==> config.mk <==
export PLATFORM = sky130hd
export DESIGN_NAME = muladd_pipe
export DESIGN_NICKNAME = d
export VERILOG_FILES = /design/src/rtl/muladd_pipe_pkg.sv /design/src/rtl/muladd_pipe_acc.sv /design/src/rtl/muladd_pipe.sv
export SDC_FILE = /design/constraint.sdc
export NUM_CORES = 1
export LEC_CHECK = 0
export ABC_AREA = 0
export ABC_CLOCK_PERIOD_IN_PS = 5130
export CAP_MARGIN = 20
export CORE_MARGIN = 2
export CORE_UTILIZATION = 35
export CTS_BUF_LIST = sky130_fd_sc_hd__clkbuf_2
export DETAILED_ROUTE_END_ITERATION = 8
export PLACE_DENSITY = 0.57
export SYNTH_ARGS = -nofsm -noshare
export SYNTH_HDL_FRONTEND = slang
export SYNTH_SLANG_ARGS = --single-unit
==> constraint.sdc <==
create_clock -name UserCLK -period 5.13 [get_ports UserCLK]
set_clock_uncertainty 0.2 [all_clocks]
set_input_delay 1.539 -clock UserCLK [delete_from_list [all_inputs] [get_ports UserCLK]]
set_output_delay 1.539 -clock UserCLK [all_outputs]
set_load 0.02 [all_outputs]
==> src/rtl/muladd_pipe_pkg.sv <==
// Shared encodings and arithmetic helpers for the muladd_pipe DSP tile.
// Saturation limits are only compiled in when MULADD_PIPE_SAT_EN is defined.
package muladd_pipe_pkg;

  localparam int unsigned ACC_MODE_MULADD = 0;
  localparam int unsigned ACC_MODE_ACCUM  = 1;

  // Helpers work on a fixed maximum width; callers truncate to their own width.
  localparam int unsigned MAX_W  = 64;
  localparam int unsigned MAX_W1 = MAX_W + 1;

  typedef struct packed {
    logic             ovf;
    logic [MAX_W-1:0] sum;
  } add_res_t;

  function automatic logic [MAX_W-1:0] width_mask(input int unsigned w);
    logic [MAX_W-1:0] m;
    m = (w >= MAX_W) ? {MAX_W{1'b1}} : ((MAX_W'(1) << w) - MAX_W'(1));
    return m;
  endfunction

  function automatic logic msb_at(input logic [MAX_W-1:0] x, input int unsigned w);
    return |(x & (MAX_W'(1) << (w - 1)));
  endfunction

  // Sign- or zero-extend a pw-bit product to the full helper width.
  function automatic logic [MAX_W-1:0] ext_product(input logic [MAX_W-1:0] p,
                                                    input int unsigned     pw,
                                                    input logic            sgn);
    logic [MAX_W-1:0] m;
    logic             s;
    m = width_mask(pw);
    s = sgn & msb_at(p, pw);
    return (p & m) | (s ? ~m : {MAX_W{1'b0}});
  endfunction

  // w-bit modulo add; ovf is sign overflow when sgn, carry out otherwise.
  function automatic add_res_t add_ovf(input logic [MAX_W-1:0] a,
                                       input logic [MAX_W-1:0] b,
                                       input int unsigned      w,
                                       input logic             sgn);
    logic [MAX_W-1:0] m;
    logic [MAX_W-1:0] am;
    logic [MAX_W-1:0] bm;
    logic [MAX_W:0]   s;
    add_res_t         r;
    m     = width_mask(w);
    am    = a & m;
    bm    = b & m;
    s     = {1'b0, am} + {1'b0, bm};
    r.sum = s[MAX_W-1:0] & m;
    if (sgn) begin
      r.ovf = (msb_at(am, w) == msb_at(bm, w)) && (msb_at(r.sum, w) != msb_at(am, w));
    end else begin
      r.ovf = |(s & (MAX_W1'(1) << w));
    end
    return r;
  endfunction

`ifdef MULADD_PIPE_SAT_EN
  // Clamp value for an overflowing w-bit add; neg selects the signed minimum.
  function automatic logic [MAX_W-1:0] sat_limit(input int unsigned w,
                                                 input logic        sgn,
                                                 input logic        neg);
    logic [MAX_W-1:0] m;
    logic [MAX_W-1:0] r;
    m = width_mask(w);
    if (!sgn) begin
      r = m;
    end else if (neg) begin
      r = MAX_W'(1) << (w - 1);
    end else begin
      r = m >> 1;
    end
    return r;
  endfunction
`endif

endpackage

==> src/rtl/muladd_pipe_acc.sv <==
// S2 stage of muladd_pipe: adder, accumulator, optional saturation and OVF flag.
// Saturation is present only when MULADD_PIPE_SAT_EN is defined.
module muladd_pipe_acc
  import muladd_pipe_pkg::*;
#(
  parameter int unsigned C_WIDTH  = 20,
  parameter int unsigned SIGNED   = 0,
  parameter int unsigned ACC_MODE = 0
) (
  input  logic               clk,
  input  logic               rst_n,
  input  logic               i_advance,
  input  logic               i_valid,
  input  logic [C_WIDTH-1:0] i_p,
  input  logic [C_WIDTH-1:0] i_c,
  input  logic               i_clr,
  output logic               o_valid,
  output logic [C_WIDTH-1:0] o_q,
  output logic               o_ovf
);

  logic               r_valid;
  logic [C_WIDTH-1:0] r_q;
  logic               r_ovf;

  logic               w_accumulate;
  logic [C_WIDTH-1:0] w_base;
  logic [C_WIDTH-1:0] w_res;
  logic               w_ovf_nxt;
  add_res_t           w_add;
  logic               w_unused;

  // In accumulate mode Q always equals acc, so r_q doubles as the accumulator.
  always_comb begin
    w_accumulate = (ACC_MODE == ACC_MODE_ACCUM) && !i_clr;
    w_base       = w_accumulate ? r_q : i_c;
    w_add        = add_ovf(MAX_W'(w_base), MAX_W'(i_p), C_WIDTH, SIGNED != 0);
    w_res        = C_WIDTH'(w_add.sum);
`ifdef MULADD_PIPE_SAT_EN
    if (w_add.ovf) begin
      w_res = C_WIDTH'(sat_limit(C_WIDTH, SIGNED != 0, w_base[C_WIDTH-1]));
    end
`endif
    w_ovf_nxt    = w_add.ovf | (w_accumulate & r_ovf);
  end

  assign w_unused = ^w_add;

  always_ff @(posedge clk or negedge rst_n) begin
    if (!rst_n) begin
      r_valid <= 1'b0;
      r_q     <= '0;
      r_ovf   <= 1'b0;
    end else if (i_advance) begin
      r_valid <= i_valid;
      if (i_valid) begin
        r_q   <= w_res;
        r_ovf <= w_ovf_nxt;
      end
    end
  end

  assign o_valid = r_valid;
  assign o_q     = r_q;
  assign o_ovf   = r_ovf;

endmodule

==> src/rtl/muladd_pipe.sv <==
// Pipelined multiply-add / accumulate DSP tile with valid/ready stall handshake.
// Optional saturation is enabled by defining MULADD_PIPE_SAT_EN.
module muladd_pipe
  import muladd_pipe_pkg::*;
#(
  parameter int unsigned A_WIDTH  = 8,
  parameter int unsigned B_WIDTH  = 8,
  parameter int unsigned C_WIDTH  = 20,
  parameter int unsigned SIGNED   = 0,
  parameter int unsigned IN_REG   = 0,
  parameter int unsigned ACC_MODE = 0
) (
  input  logic               UserCLK,
  input  logic               RESET_N,
  input  logic               IN_VALID,
  output logic               IN_READY,
  input  logic [A_WIDTH-1:0] A,
  input  logic [B_WIDTH-1:0] B,
  input  logic [C_WIDTH-1:0] C,
  input  logic               CLR,
  output logic               OUT_VALID,
  input  logic               OUT_READY,
  output logic [C_WIDTH-1:0] Q,
  output logic               OVF
);

  localparam int unsigned P_WIDTH = A_WIDTH + B_WIDTH;

  if (A_WIDTH < 2 || A_WIDTH > 16 || B_WIDTH < 2 || B_WIDTH > 16) begin : g_bad_ab
    $error("muladd_pipe: A_WIDTH and B_WIDTH must be in 2..16");
  end
  if (C_WIDTH < P_WIDTH || C_WIDTH > MAX_W) begin : g_bad_c
    $error("muladd_pipe: C_WIDTH must be >= A_WIDTH+B_WIDTH and <= %0d", MAX_W);
  end

  logic               w_advance;
  logic               w_s0_valid;
  logic [A_WIDTH-1:0] w_s0_a;
  logic [B_WIDTH-1:0] w_s0_b;
  logic [C_WIDTH-1:0] w_s0_c;
  logic               w_s0_clr;
  logic [P_WIDTH-1:0] w_a_ext;
  logic [P_WIDTH-1:0] w_b_ext;
  logic [P_WIDTH-1:0] w_prod;

  logic               r_s1_valid;
  logic [C_WIDTH-1:0] r_s1_p;
  logic [C_WIDTH-1:0] r_s1_c;
  logic               r_s1_clr;

  // Every stage moves together; IN_READY is the shared advance.
  assign w_advance = !OUT_VALID || OUT_READY;
  assign IN_READY  = w_advance;

  if (IN_REG != 0) begin : g_s0
    logic               r_s0_valid;
    logic [A_WIDTH-1:0] r_s0_a;
    logic [B_WIDTH-1:0] r_s0_b;
    logic [C_WIDTH-1:0] r_s0_c;
    logic               r_s0_clr;

    always_ff @(posedge UserCLK or negedge RESET_N) begin
      if (!RESET_N) begin
        r_s0_valid <= 1'b0;
        r_s0_a     <= '0;
        r_s0_b     <= '0;
        r_s0_c     <= '0;
        r_s0_clr   <= 1'b0;
      end else if (w_advance) begin
        r_s0_valid <= IN_VALID;
        r_s0_a     <= A;
        r_s0_b     <= B;
        r_s0_c     <= C;
        r_s0_clr   <= CLR;
      end
    end

    assign w_s0_valid = r_s0_valid;
    assign w_s0_a     = r_s0_a;
    assign w_s0_b     = r_s0_b;
    assign w_s0_c     = r_s0_c;
    assign w_s0_clr   = r_s0_clr;
  end else begin : g_s0_bypass
    assign w_s0_valid = IN_VALID;
    assign w_s0_a     = A;
    assign w_s0_b     = B;
    assign w_s0_c     = C;
    assign w_s0_clr   = CLR;
  end

  // Extending both operands to P_WIDTH first makes one unsigned multiplier serve both modes.
  assign w_a_ext = (SIGNED != 0) ? {{B_WIDTH{w_s0_a[A_WIDTH-1]}}, w_s0_a}
                                 : {{B_WIDTH{1'b0}}, w_s0_a};
  assign w_b_ext = (SIGNED != 0) ? {{A_WIDTH{w_s0_b[B_WIDTH-1]}}, w_s0_b}
                                 : {{A_WIDTH{1'b0}}, w_s0_b};
  assign w_prod  = w_a_ext * w_b_ext;

  always_ff @(posedge UserCLK or negedge RESET_N) begin
    if (!RESET_N) begin
      r_s1_valid <= 1'b0;
      r_s1_p     <= '0;
      r_s1_c     <= '0;
      r_s1_clr   <= 1'b0;
    end else if (w_advance) begin
      r_s1_valid <= w_s0_valid;
      r_s1_p     <= C_WIDTH'(ext_product(MAX_W'(w_prod), P_WIDTH, SIGNED != 0));
      r_s1_c     <= w_s0_c;
      r_s1_clr   <= w_s0_clr;
    end
  end

  muladd_pipe_acc #(
    .C_WIDTH  (C_WIDTH),
    .SIGNED   (SIGNED),
    .ACC_MODE (ACC_MODE)
  ) u_acc (
    .clk       (UserCLK),
    .rst_n     (RESET_N),
    .i_advance (w_advance),
    .i_valid   (r_s1_valid),
    .i_p       (r_s1_p),
    .i_c       (r_s1_c),
    .i_clr     (r_s1_clr),
    .o_valid   (OUT_VALID),
    .o_q       (Q),
    .o_ovf     (OVF)
  );

endmodule

# ---- Yosys cells after proc, flatten, opt, wreduce, memory -nomap -nowiden
# Cells that the tools add are included.
dict set report classes {
  n_addsub 1
  n_mul 1
  reduce_logical 3
}
# op count
set ops {}
lappend ops {{$add 20x16->21} 1}
lappend ops {{$mul 8x8->16} 1}
lappend ops {{$reduce_and 2->1} 1}
lappend ops {{$logic_not 1->1} 1}
lappend ops {{$logic_or 1x1->1} 1}
dict set report totals {
  register_bits 59
  output_inout_bits 23
}

# ---- Longest topological paths before layout
# Gate-level depths: netlist of run 1.
dict set report depth {
  depth_word 3
  ltp_mapped 17
}

# ---- By module
# A second synthesis of run 1 with hierarchy kept.
dict set report unflattened {
  hier_cells 632
  hier_area_um2 5462.7
}
# mod n_inst cells_per_inst area_each_um2 seq_area_each_um2
set by_module_without_submodules {}
lappend by_module_without_submodules {muladd_pipe 1 387 3447.1 950.9}
lappend by_module_without_submodules {muladd_pipe_acc 1 245 2015.7 550.5}

# ---- Worst setup path before layout of run 1
# No wires, ideal clock.
dict set report synth_path {
  kind {in2reg}
  startpoint {in B[4]}
  endpoint {reg r_s1_p[13]}
  setup_time_ns 0.068
  t_arrival_ns 5.249
  t_required_ns 4.862
  path_slack_ns -0.387
  stages 15
  path_buffers 0
  cell_sequence {and2_1 fa_1 fa_1 inv_1 fa_1 fa_1 inv_1 ha_1 o21a_1 o31a_1 o2111ai_1 nand2_1 and2_1 or3_1 nand3_1}
}
dict set report synth_via {
  elab_chain_cells 1
}
# element line_no
set synth_rtl {}
lappend synth_rtl {{from (decl)} muladd_pipe.sv:18} ;# input logic [B_WIDTH-1:0] B,
lappend synth_rtl {{$mul 8x8->16} muladd_pipe.sv:96} ;# assign w_prod = w_a_ext * w_b_ext;
lappend synth_rtl {{to (signal assigned)} muladd_pipe.sv:106} ;# r_s1_p <= C_WIDTH'(ext_product(MAX_W'(w_prod), P_WIDTH, SIGNED != 0));
lappend synth_rtl {{to (decl)} muladd_pipe.sv:47} ;# logic [C_WIDTH-1:0] r_s1_p;
# No other way between the ends.
# A chain may end at the register's enable or synchronous reset.

# ---- Worst setup path after layout of run 1
dict set report layout_path {
  startpoint {in A[0]}
  endpoint {reg r_s1_p[13]}
}
dict set report layout_via {
  elab_chain_cells 1
}
# element line_no
set layout_rtl {}
lappend layout_rtl {{from (decl)} muladd_pipe.sv:17} ;# input logic [A_WIDTH-1:0] A,
lappend layout_rtl {{$mul 8x8->16} muladd_pipe.sv:96}
# No other way between the ends.

==> impl_metrics.xml, run 1 <==
<?xml version="1.0" encoding="UTF-8"?>
<metrics>
  <group name="route">
    <metric name="total_number_of_vias" unit="">4076</metric>
    <metric name="drc" unit="">0</metric>
    <metric name="detail_route.first_pass.iterations" unit="">5</metric>
    <metric name="initialDrtViolationCount" unit="">171</metric>
    <metric name="avgRoutedWirePerCell" unit="um">12.6</metric>
    <metric name="detail-route-antenna-nets" unit="">0</metric>
    <metric name="detail_route.vias_per_cell" unit="">4.74</metric>
    <metric name="wirelength" unit="um">10800</metric>
  </group>
  <group name="timing">
    <metric name="post-route-period-util" unit="%">97.8</metric>
    <metric name="timing_hold_violations_final" unit="">0</metric>
    <metric name="timing.fmax" unit="GHz">0.199</metric>
    <metric name="timing.slew.headroom" unit="%">37.4</metric>
    <metric name="layout_setup_ws" unit="ns">0.113</metric>
    <metric name="max_slew_violations" unit="">0</metric>
    <metric name="timing.setup.tns" unit="ns">0</metric>
    <metric name="finalCriticalPeriod" unit="ns">5.02</metric>
    <metric name="tightest_slew" unit="ns">0.937</metric>
    <metric name="timing.final.setup_violations" unit="">0</metric>
    <metric name="timing.hold.ws" unit="ns">0.291</metric>
  </group>
  <group name="clock_network">
    <metric name="post_cts_hold_buffer_count" unit="">0</metric>
    <metric name="number_of_cts_inserted_buffers" unit="">9</metric>
    <metric name="clock_sinks" unit="">59</metric>
    <metric name="tritoncts" unit="">yes</metric>
    <metric name="clk_pin_slew_worst_paths" unit="ns">0.14</metric>
    <metric name="bufs_on_longest_clock_path" unit="">2</metric>
    <metric name="clk-insertion-delay-late" unit="ns">0.50</metric>
    <metric name="cts.htree.levels" unit="">3</metric>
    <metric name="clk_root_buffer_cell" unit="">sky130_fd_sc_hd__clkbuf_2</metric>
  </group>
  <group name="critical_path">
    <metric name="critPathArrivalTime" unit="ns">5.25</metric>
    <metric name="worst_r2r_path_depth" unit="">10</metric>
    <metric name="worstSetupStartpoint" unit="">A[0]</metric>
    <metric name="worst_r2r_end" unit="">u_acc.o_q[14]</metric>
    <metric name="critical_path_required" unit="ns">5.37</metric>
    <metric name="critPathCaptureType" unit="">register</metric>
    <metric name="reg2reg_slack" unit="ns">2.31</metric>
    <metric name="timing.critical_path.from_type" unit="">input port</metric>
    <metric name="crit_path_end" unit="">r_s1_p[13]</metric>
    <metric name="critical_path.reg2reg.startpoint" unit="">r_s1_p[0]</metric>
    <metric name="setup.worst_path.class" unit="">input port to register</metric>
    <metric name="critical_path.max_fanout" unit="">4</metric>
  </group>
  <group name="finish">
    <metric name="num-nets-final" unit="">806</metric>
    <metric name="finalNonFillerCells" unit="">860</metric>
    <metric name="areaGrowthSynthToFinish" unit="%">25.9</metric>
    <metric name="antenna_cells" unit="">0</metric>
    <metric name="final_layout_size_suffix_gt1_share" unit="%">15.3</metric>
    <metric name="layout.cell_area.non_filler" unit="um2">6360</metric>
  </group>
  <group name="power">
    <metric name="p_sw_share" unit="%">42.8</metric>
    <metric name="worst_ir_drop_vdd" unit="mV">0.129</metric>
    <metric name="p_int" unit="mW">1.56</metric>
    <metric name="leakage_power_of_the_design" unit="nW">3.18</metric>
    <metric name="power.switching" unit="mW">1.16</metric>
    <metric name="power-per-cell-area" unit="nW/um2">428</metric>
    <metric name="p_comb_share" unit="%">66.0</metric>
    <metric name="power.share.sequential" unit="%">25.7</metric>
    <metric name="power.share.clock" unit="%">8.2</metric>
  </group>
  <group name="synthesis">
    <metric name="netlist_area" unit="um2">5050</metric>
    <metric name="number_of_enable_type_register_cells_in_the_synthesized_netlist" unit="">0</metric>
    <metric name="yosysWarningCount" unit="">0</metric>
    <metric name="synth-seq-cells" unit="">59</metric>
    <metric name="post_synth_inst_count" unit="">568</metric>
    <metric name="synth_flop_cell" unit="">sky130_fd_sc_hd__dfrtp_1</metric>
    <metric name="post_synth.cell_area_avg" unit="um2">8.89</metric>
    <metric name="synthesis.nets" unit="">698</metric>
    <metric name="synthMostInstantiatedCell" unit="">sky130_fd_sc_hd__nand2_1</metric>
    <metric name="netlist_top_cells_area" unit="">sky130_fd_sc_hd__dfrtp_1 29%, sky130_fd_sc_hd__fa_1 15%, sky130_fd_sc_hd__ha_1 13%, sky130_fd_sc_hd__nand2_1 8.5%, sky130_fd_sc_hd__and2_1 6.4%</metric>
    <metric name="yosys.area.top_type" unit="">sky130_fd_sc_hd__dfrtp_1</metric>
    <metric name="seq_area_frac_synth" unit="%">29.2</metric>
    <metric name="ys_top_cells_by_count" unit="">114 x sky130_fd_sc_hd__nand2_1, 62 x sky130_fd_sc_hd__inv_1, 59 x sky130_fd_sc_hd__dfrtp_1</metric>
    <metric name="async_flop_share" unit="%">100</metric>
    <metric name="yosys_cell_types" unit="">39</metric>
    <metric name="yosys_top_cell_area_share" unit="%">29.2</metric>
  </group>
  <group name="place">
    <metric name="placed_cells" unit="">843</metric>
    <metric name="dpl_cell_area" unit="um2">6290</metric>
    <metric name="port_buffers" unit="">62</metric>
    <metric name="routabilityCongestion" unit="">0.922</metric>
    <metric name="place.detailed.hpwl" unit="um">8630</metric>
    <metric name="dpl_worst_slack" unit="ns">-0.818</metric>
  </group>
  <group name="grt">
    <metric name="busiest_layer" unit="">met2</metric>
    <metric name="vias_in_the_first_global_route" unit="">4135</metric>
    <metric name="grt_antenna_before_repair" unit="">0</metric>
    <metric name="grt.overflow.total" unit="">0</metric>
    <metric name="grt_first_pass_wirelength" unit="um">18800</metric>
    <metric name="globalRouteMet2Util" unit="%">25.8</metric>
    <metric name="grt_use_met1" unit="%">20.1</metric>
    <metric name="groute.usage.overall" unit="%">15.3</metric>
    <metric name="globalRouteMet3Util" unit="%">2.52</metric>
    <metric name="pin_count_of_the_biggest_net_entering_global_routing" unit="">60</metric>
  </group>
  <group name="floorplan">
    <metric name="std_cell_rows" unit="">43</metric>
    <metric name="design.die.area" unit="um2">15400</metric>
    <metric name="design.core.area" unit="um2">14000</metric>
    <metric name="ioPinCount" unit="">64</metric>
    <metric name="die_y" unit="um">124</metric>
    <metric name="initial_utilization" unit="%">36.1</metric>
    <metric name="fp.dieW" unit="um">124</metric>
  </group>
  <group name="run_status">
    <metric name="result_of_the_run" unit="">complete, no violations</metric>
  </group>
  <group name="job">
    <metric name="maxCapViolCount" unit="">0</metric>
  </group>
  <group name="hold_path">
    <metric name="hp-class" unit="">register to register</metric>
  </group>
</metrics>
-- per-stage QoR --
step	power, mW	util (%)
3_3_place_gp	2.46	44.9
6_report	2.72	45.4
3_5_place_dp	2.49	44.9
5_1_grt	3.01	45.4
2_1_floorplan	1.91	-
4_1_cts	2.72	45.4
-- cell type report --
class                   count  area [um2]
repair buffers            109         920
flip-flops and latches     59        1480
clock inverters             4        18.8
well taps                 180         225
inverters                  62         233
multi-input cells         435        3430
fillers                  1376        7630
clock buffers              11        55.1
-- flip-flops by register name, summed over array words and instances (netlist names) --
register       cells
r_s1_c            20
u_acc.o_q         20
r_s1_p            16
r_s1_valid         1
u_acc.o_ovf        1
u_acc.o_valid      1
-- how the worst min path moves through the flow --
stage | startpoint | slack, ns | depth (start not counted) | to
floorplan | r_s1_c[0] | 0.24 | 2 | r_s1_c[0]
global placement | r_s1_c[0] | 0.26 | 2 | r_s1_c[0]
detailed placement | u_acc.o_q[4] | 0.27 | 1 | u_acc.o_q[4]
CTS | u_acc.o_q[4] | 0.30 | 1 | u_acc.o_q[4]
global route | u_acc.o_q[3] | 0.33 | 2 | u_acc.o_q[3]
finish | u_acc.o_q[4] | 0.29 | 1 | u_acc.o_q[4]
-- critical path, stage by stage --
cell	delay (ns)
sky130_fd_sc_hd__clkdlybuf4s15_1	0.22
sky130_fd_sc_hd__and2_4	0.18
sky130_fd_sc_hd__fa_2	0.36
sky130_fd_sc_hd__fa_1	0.46
sky130_fd_sc_hd__ha_1	0.29
sky130_fd_sc_hd__inv_1	0.05
sky130_fd_sc_hd__fa_1	0.53
sky130_fd_sc_hd__inv_1	0.06
sky130_fd_sc_hd__ha_4	0.24
sky130_fd_sc_hd__nor2b_2	0.16
sky130_fd_sc_hd__o31a_1	0.33
sky130_fd_sc_hd__o2111ai_2	0.20
sky130_fd_sc_hd__nand2_1	0.11
sky130_fd_sc_hd__and2_4	0.15
sky130_fd_sc_hd__or3_1	0.30
sky130_fd_sc_hd__nand3_1	0.08
-- cells by family (layout without fill, tap and decap cells) --
kind of cell,count (synthesis),count (layout),share of synthesized area [%]
buf+inv,74,186,5.50
simple gates,218,218,20.4
fa+ha+maj,89,89,27.6
flops,59,59,29.2
xor+xnor,23,23,3.99
mux,1,1,0.223
compound gates,104,104,13.0
-- power by group through the flow --
stage / Sequential, mW / Clock [mW] / Combinational, mW
2_1_floorplan: 0.787 / 0 / 1.12
3_3_place_gp: 0.710 / 0 / 1.75
3_5_place_dp: 0.714 / 0 / 1.77
4_1_cts: 0.704 / 0.231 / 1.79
5_1_grt: 0.720 / 0.251 / 2.04
6_report: 0.700 / 0.224 / 1.80
-- routing by layer --
metal	share of wire [%]	up-vias
li1	-	2090
met2	46	81
met3	3.9	13
met4	1.5	0
met5	0	-
met1	48	1892
-- layout by cell type, fill, tap and decap left out, types with 7 or more instances in the layout --
cell type,instances
sky130_fd_sc_hd__ha_1,46
sky130_fd_sc_hd__and2_4,7
sky130_fd_sc_hd__nand3_1,11
sky130_fd_sc_hd__fa_1,34
sky130_fd_sc_hd__o21ai_0,34
sky130_fd_sc_hd__clkbuf_2,20
sky130_fd_sc_hd__clkdlybuf4s50_1,45
sky130_fd_sc_hd__a21o_1,14
sky130_fd_sc_hd__buf_4,47
sky130_fd_sc_hd__xnor2_1,10
sky130_fd_sc_hd__and2_1,45
sky130_fd_sc_hd__inv_1,60
sky130_fd_sc_hd__nand2_1,113
sky130_fd_sc_hd__xor2_1,13
sky130_fd_sc_hd__a21oi_1,18
sky130_fd_sc_hd__dfrtp_1,59
sky130_fd_sc_hd__nor2_1,18
-- what timing repair did --
item                       4_1_cts  5_1_grt
buffers inserted                 0        2
gates resized for setup         20       34
setup endpoints to repair        7        7
pin swaps                        1       11
Note: power is estimated with default switching activity, not from simulation.
==> inputs of run 2 (changes only) <==
--- a/config.mk
+++ b/config.mk
@@ -12,6 +12,7 @@
 export CORE_UTILIZATION = 35
 export CTS_BUF_LIST = sky130_fd_sc_hd__clkbuf_2
 export DETAILED_ROUTE_END_ITERATION = 8
+export GPL_TIMING_DRIVEN = 0
 export PLACE_DENSITY = 0.57
 export SYNTH_ARGS = -nofsm -noshare
 export SYNTH_HDL_FRONTEND = slang
==> run 2 against run 1 <==
  * Global-route usage up 0.39 points
  * Register-to-register slack better by 0.03 ns
  * Via count down 1.1%
  * Critical path type unchanged
  * Wire length up 3.9%
  * Total power down 4.1%
  * Worst hold slack worse by 0.0062 ns
  * Combinational power down 6%
  * Count of clock-buffer cells in the layout up 3
==> impl_metrics.xml, run 2 (synthesis gave the netlist of run 1 again) <==
<?xml version="1.0" encoding="UTF-8"?>
<metrics>
  <group name="timing">
    <metric name="post-route-period-util" unit="%">96.9</metric>
    <metric name="timing.fmax" unit="GHz">0.201</metric>
    <metric name="finalCriticalPeriod" unit="ns">4.97</metric>
    <metric name="timing.setup.tns" unit="ns">0</metric>
    <metric name="timing_hold_violations_final" unit="">0</metric>
    <metric name="timing.final.setup_violations" unit="">0</metric>
    <metric name="timing.slew.headroom" unit="%">57.0</metric>
    <metric name="tightest_slew" unit="ns">0.645</metric>
    <metric name="max_slew_violations" unit="">0</metric>
    <metric name="grt_setup_unrepaired" unit="">false</metric>
  </group>
  <group name="run_status">
    <metric name="result_of_the_run" unit="">complete, no violations</metric>
  </group>
  <group name="clock_network">
    <metric name="clk_pin_slew_worst_paths" unit="ns">0.14</metric>
    <metric name="bufs_on_longest_clock_path" unit="">2</metric>
    <metric name="tritoncts" unit="">yes</metric>
    <metric name="clk-insertion-delay-late" unit="ns">0.50</metric>
    <metric name="cts.htree.levels" unit="">3</metric>
    <metric name="clock_sinks" unit="">59</metric>
    <metric name="clk_root_buffer_cell" unit="">sky130_fd_sc_hd__clkbuf_2</metric>
    <metric name="number_of_cts_inserted_buffers" unit="">9</metric>
  </group>
  <group name="route">
    <metric name="wirelength" unit="um">11300</metric>
    <metric name="detail_route.first_pass.iterations" unit="">4</metric>
    <metric name="total_number_of_vias" unit="">4032</metric>
    <metric name="initialDrtViolationCount" unit="">114</metric>
    <metric name="drc" unit="">0</metric>
    <metric name="detail_route.vias_per_cell" unit="">4.89</metric>
    <metric name="detail-route-antenna-nets" unit="">0</metric>
    <metric name="avgRoutedWirePerCell" unit="um">13.6</metric>
  </group>
  <group name="floorplan">
    <metric name="std_cell_rows" unit="">43</metric>
    <metric name="design.die.area" unit="um2">15400</metric>
    <metric name="die_y" unit="um">124</metric>
    <metric name="design.core.area" unit="um2">14000</metric>
    <metric name="ioPinCount" unit="">64</metric>
    <metric name="initial_utilization" unit="%">36.1</metric>
    <metric name="fp.dieW" unit="um">124</metric>
  </group>
  <group name="grt">
    <metric name="grt.overflow.total" unit="">0</metric>
    <metric name="vias_in_the_first_global_route" unit="">4098</metric>
    <metric name="groute.usage.overall" unit="%">15.7</metric>
    <metric name="pin_count_of_the_biggest_net_entering_global_routing" unit="">32</metric>
    <metric name="grt_antenna_before_repair" unit="">0</metric>
    <metric name="grt_first_pass_wirelength" unit="um">19100</metric>
  </group>
  <group name="power">
    <metric name="leakage_power_of_the_design" unit="nW">2.95</metric>
    <metric name="power-per-cell-area" unit="nW/um2">431</metric>
    <metric name="worst_ir_drop_vdd" unit="mV">0.115</metric>
    <metric name="design_power_total" unit="mW">2.61</metric>
  </group>
  <group name="place">
    <metric name="placed_cells" unit="">811</metric>
    <metric name="place.detailed.hpwl" unit="um">9300</metric>
    <metric name="routabilityCongestion" unit="">0.905</metric>
    <metric name="port_buffers" unit="">62</metric>
  </group>
  <group name="critical_path">
    <metric name="timing.critical_path.from_type" unit="">input port</metric>
    <metric name="critical_path.max_fanout" unit="">8</metric>
    <metric name="setup.worst_path.class" unit="">input port to register</metric>
    <metric name="critical_path_required" unit="ns">5.30</metric>
    <metric name="critPathArrivalTime" unit="ns">5.14</metric>
    <metric name="critPathCaptureType" unit="">register</metric>
  </group>
  <group name="finish">
    <metric name="antenna_cells" unit="">0</metric>
    <metric name="final_layout_size_suffix_gt1_share" unit="%">9.30</metric>
    <metric name="num-nets-final" unit="">772</metric>
    <metric name="areaGrowthSynthToFinish" unit="%">20.0</metric>
    <metric name="most_common_cell_after_layout_fill_and_taps_aside" unit="">sky130_fd_sc_hd__nand2_1</metric>
    <metric name="finalNonFillerCells" unit="">825</metric>
    <metric name="layout_common_cells" unit="">113 x sky130_fd_sc_hd__nand2_1, 60 x sky130_fd_sc_hd__inv_1, 59 x sky130_fd_sc_hd__dfrtp_1</metric>
  </group>
  <group name="job">
    <metric name="maxCapViolCount" unit="">0</metric>
  </group>
  <group name="hold_path">
    <metric name="hp-class" unit="">register to register</metric>
  </group>
</metrics>
[run 2: cell count changes in the layout (fill, tap and decap cells not counted), sizes merged]
cell and delta:
dlygate4sd2 -1, clkdlybuf4s15 -1, buf -35, clkbuf +7, dlymetal6s2s -1, clkinv -4
[run 2: final timing paths]
check	startpoint	to	slack [ns]	depth (start not counted)
min	r_s1_c[7]	r_s1_c[7]	0.28	2
max	A[1]	r_s1_p[12]	0.16	17
max in group asynchronous	RESET_N	r_s1_c[10]	3.29	2
max reg2reg	r_s1_p[0]	u_acc.o_q[14]	2.34	10
min in group asynchronous	RESET_N	u_acc.o_q[4]	0.85	1
min reg2reg	r_s1_c[7]	r_s1_c[7]	0.28	2
[run 2: stage by stage]
stage | utilization, % | area [um2] | setup slack (ns) | hold WS, ns
floorplan | - | 5150 | -0.0478 | 0.243
global placement | 42.9 | 6000 | -0.875 | 0.254
detailed placement | 43.0 | 6010 | -0.909 | 0.262
CTS | 43.6 | 6100 | 0.00195 | 0.292
global route | 43.3 | 6060 | 0.0163 | 0.315
finish | 43.3 | 6060 | 0.160 | 0.285
[run 2: layout make-up]
cell class                      count  area [um2]
Sequential cell                    59        1480
Multi-Input combinational cell    435        3440
Inverter                           62         233
Timing Repair Buffer               64         578
Buffer                             11        41.3
Tap cell                          180         225
Clock buffer                       14        70.1
Fill cell                        1455        7930
[run 2: repair_timing]
action	CTS	global route
resized for setup	36	37
pin swaps	1	1
endpoints found under the setup margin	8	6
setup buffers	1	0
hold buffers	0	0
[run 2: layer usage]
metal | vias up | global-route usage [%] | wire [um]
met5 | - | 0 | 0
met4 | 0 | 6.25 | 195
met3 | 16 | 1.47 | 429
met2 | 77 | 27.9 | 5410
met1 | 1925 | 19.5 | 5220
li1 | 2014 | - | -
[run 2: power breakdown]
part           internal [mW]  total (mW)  leakage, nW  switching (mW)
combinational          0.784        1.69         2.18           0.903
clock                 0.0694       0.220       0.0582           0.150
sequential             0.615       0.703        0.714          0.0881
total                   1.47        2.61         2.95            1.14
[run 2: critical path, cell delays in order]
cell	delay, ns
sky130_fd_sc_hd__buf_2	0.18
sky130_fd_sc_hd__nand2_1	0.10
sky130_fd_sc_hd__fa_1	0.49
sky130_fd_sc_hd__fa_1	0.52
sky130_fd_sc_hd__inv_1	0.05
sky130_fd_sc_hd__fa_1	0.47
sky130_fd_sc_hd__inv_1	0.04
sky130_fd_sc_hd__fa_1	0.49
sky130_fd_sc_hd__inv_2	0.05
sky130_fd_sc_hd__ha_4	0.28
sky130_fd_sc_hd__nand3_1	0.08
sky130_fd_sc_hd__o2111ai_2	0.21
sky130_fd_sc_hd__a21o_1	0.19
sky130_fd_sc_hd__a21oi_2	0.08
sky130_fd_sc_hd__o21ai_1	0.17
sky130_fd_sc_hd__xnor2_1	0.13
sky130_fd_sc_hd__o21ai_0	0.08
==> inputs of run 3 (changes only) <==
--- a/config.mk
+++ b/config.mk
@@ -14,6 +14,7 @@
 export DETAILED_ROUTE_END_ITERATION = 8
 export GPL_TIMING_DRIVEN = 0
 export PLACE_DENSITY = 0.57
+export SLEW_MARGIN = 5
 export SYNTH_ARGS = -nofsm -noshare
 export SYNTH_HDL_FRONTEND = slang
 export SYNTH_SLANG_ARGS = --single-unit
==> results of run 3 <==
Final layout, timing and power as in run 2 (identical DEF).
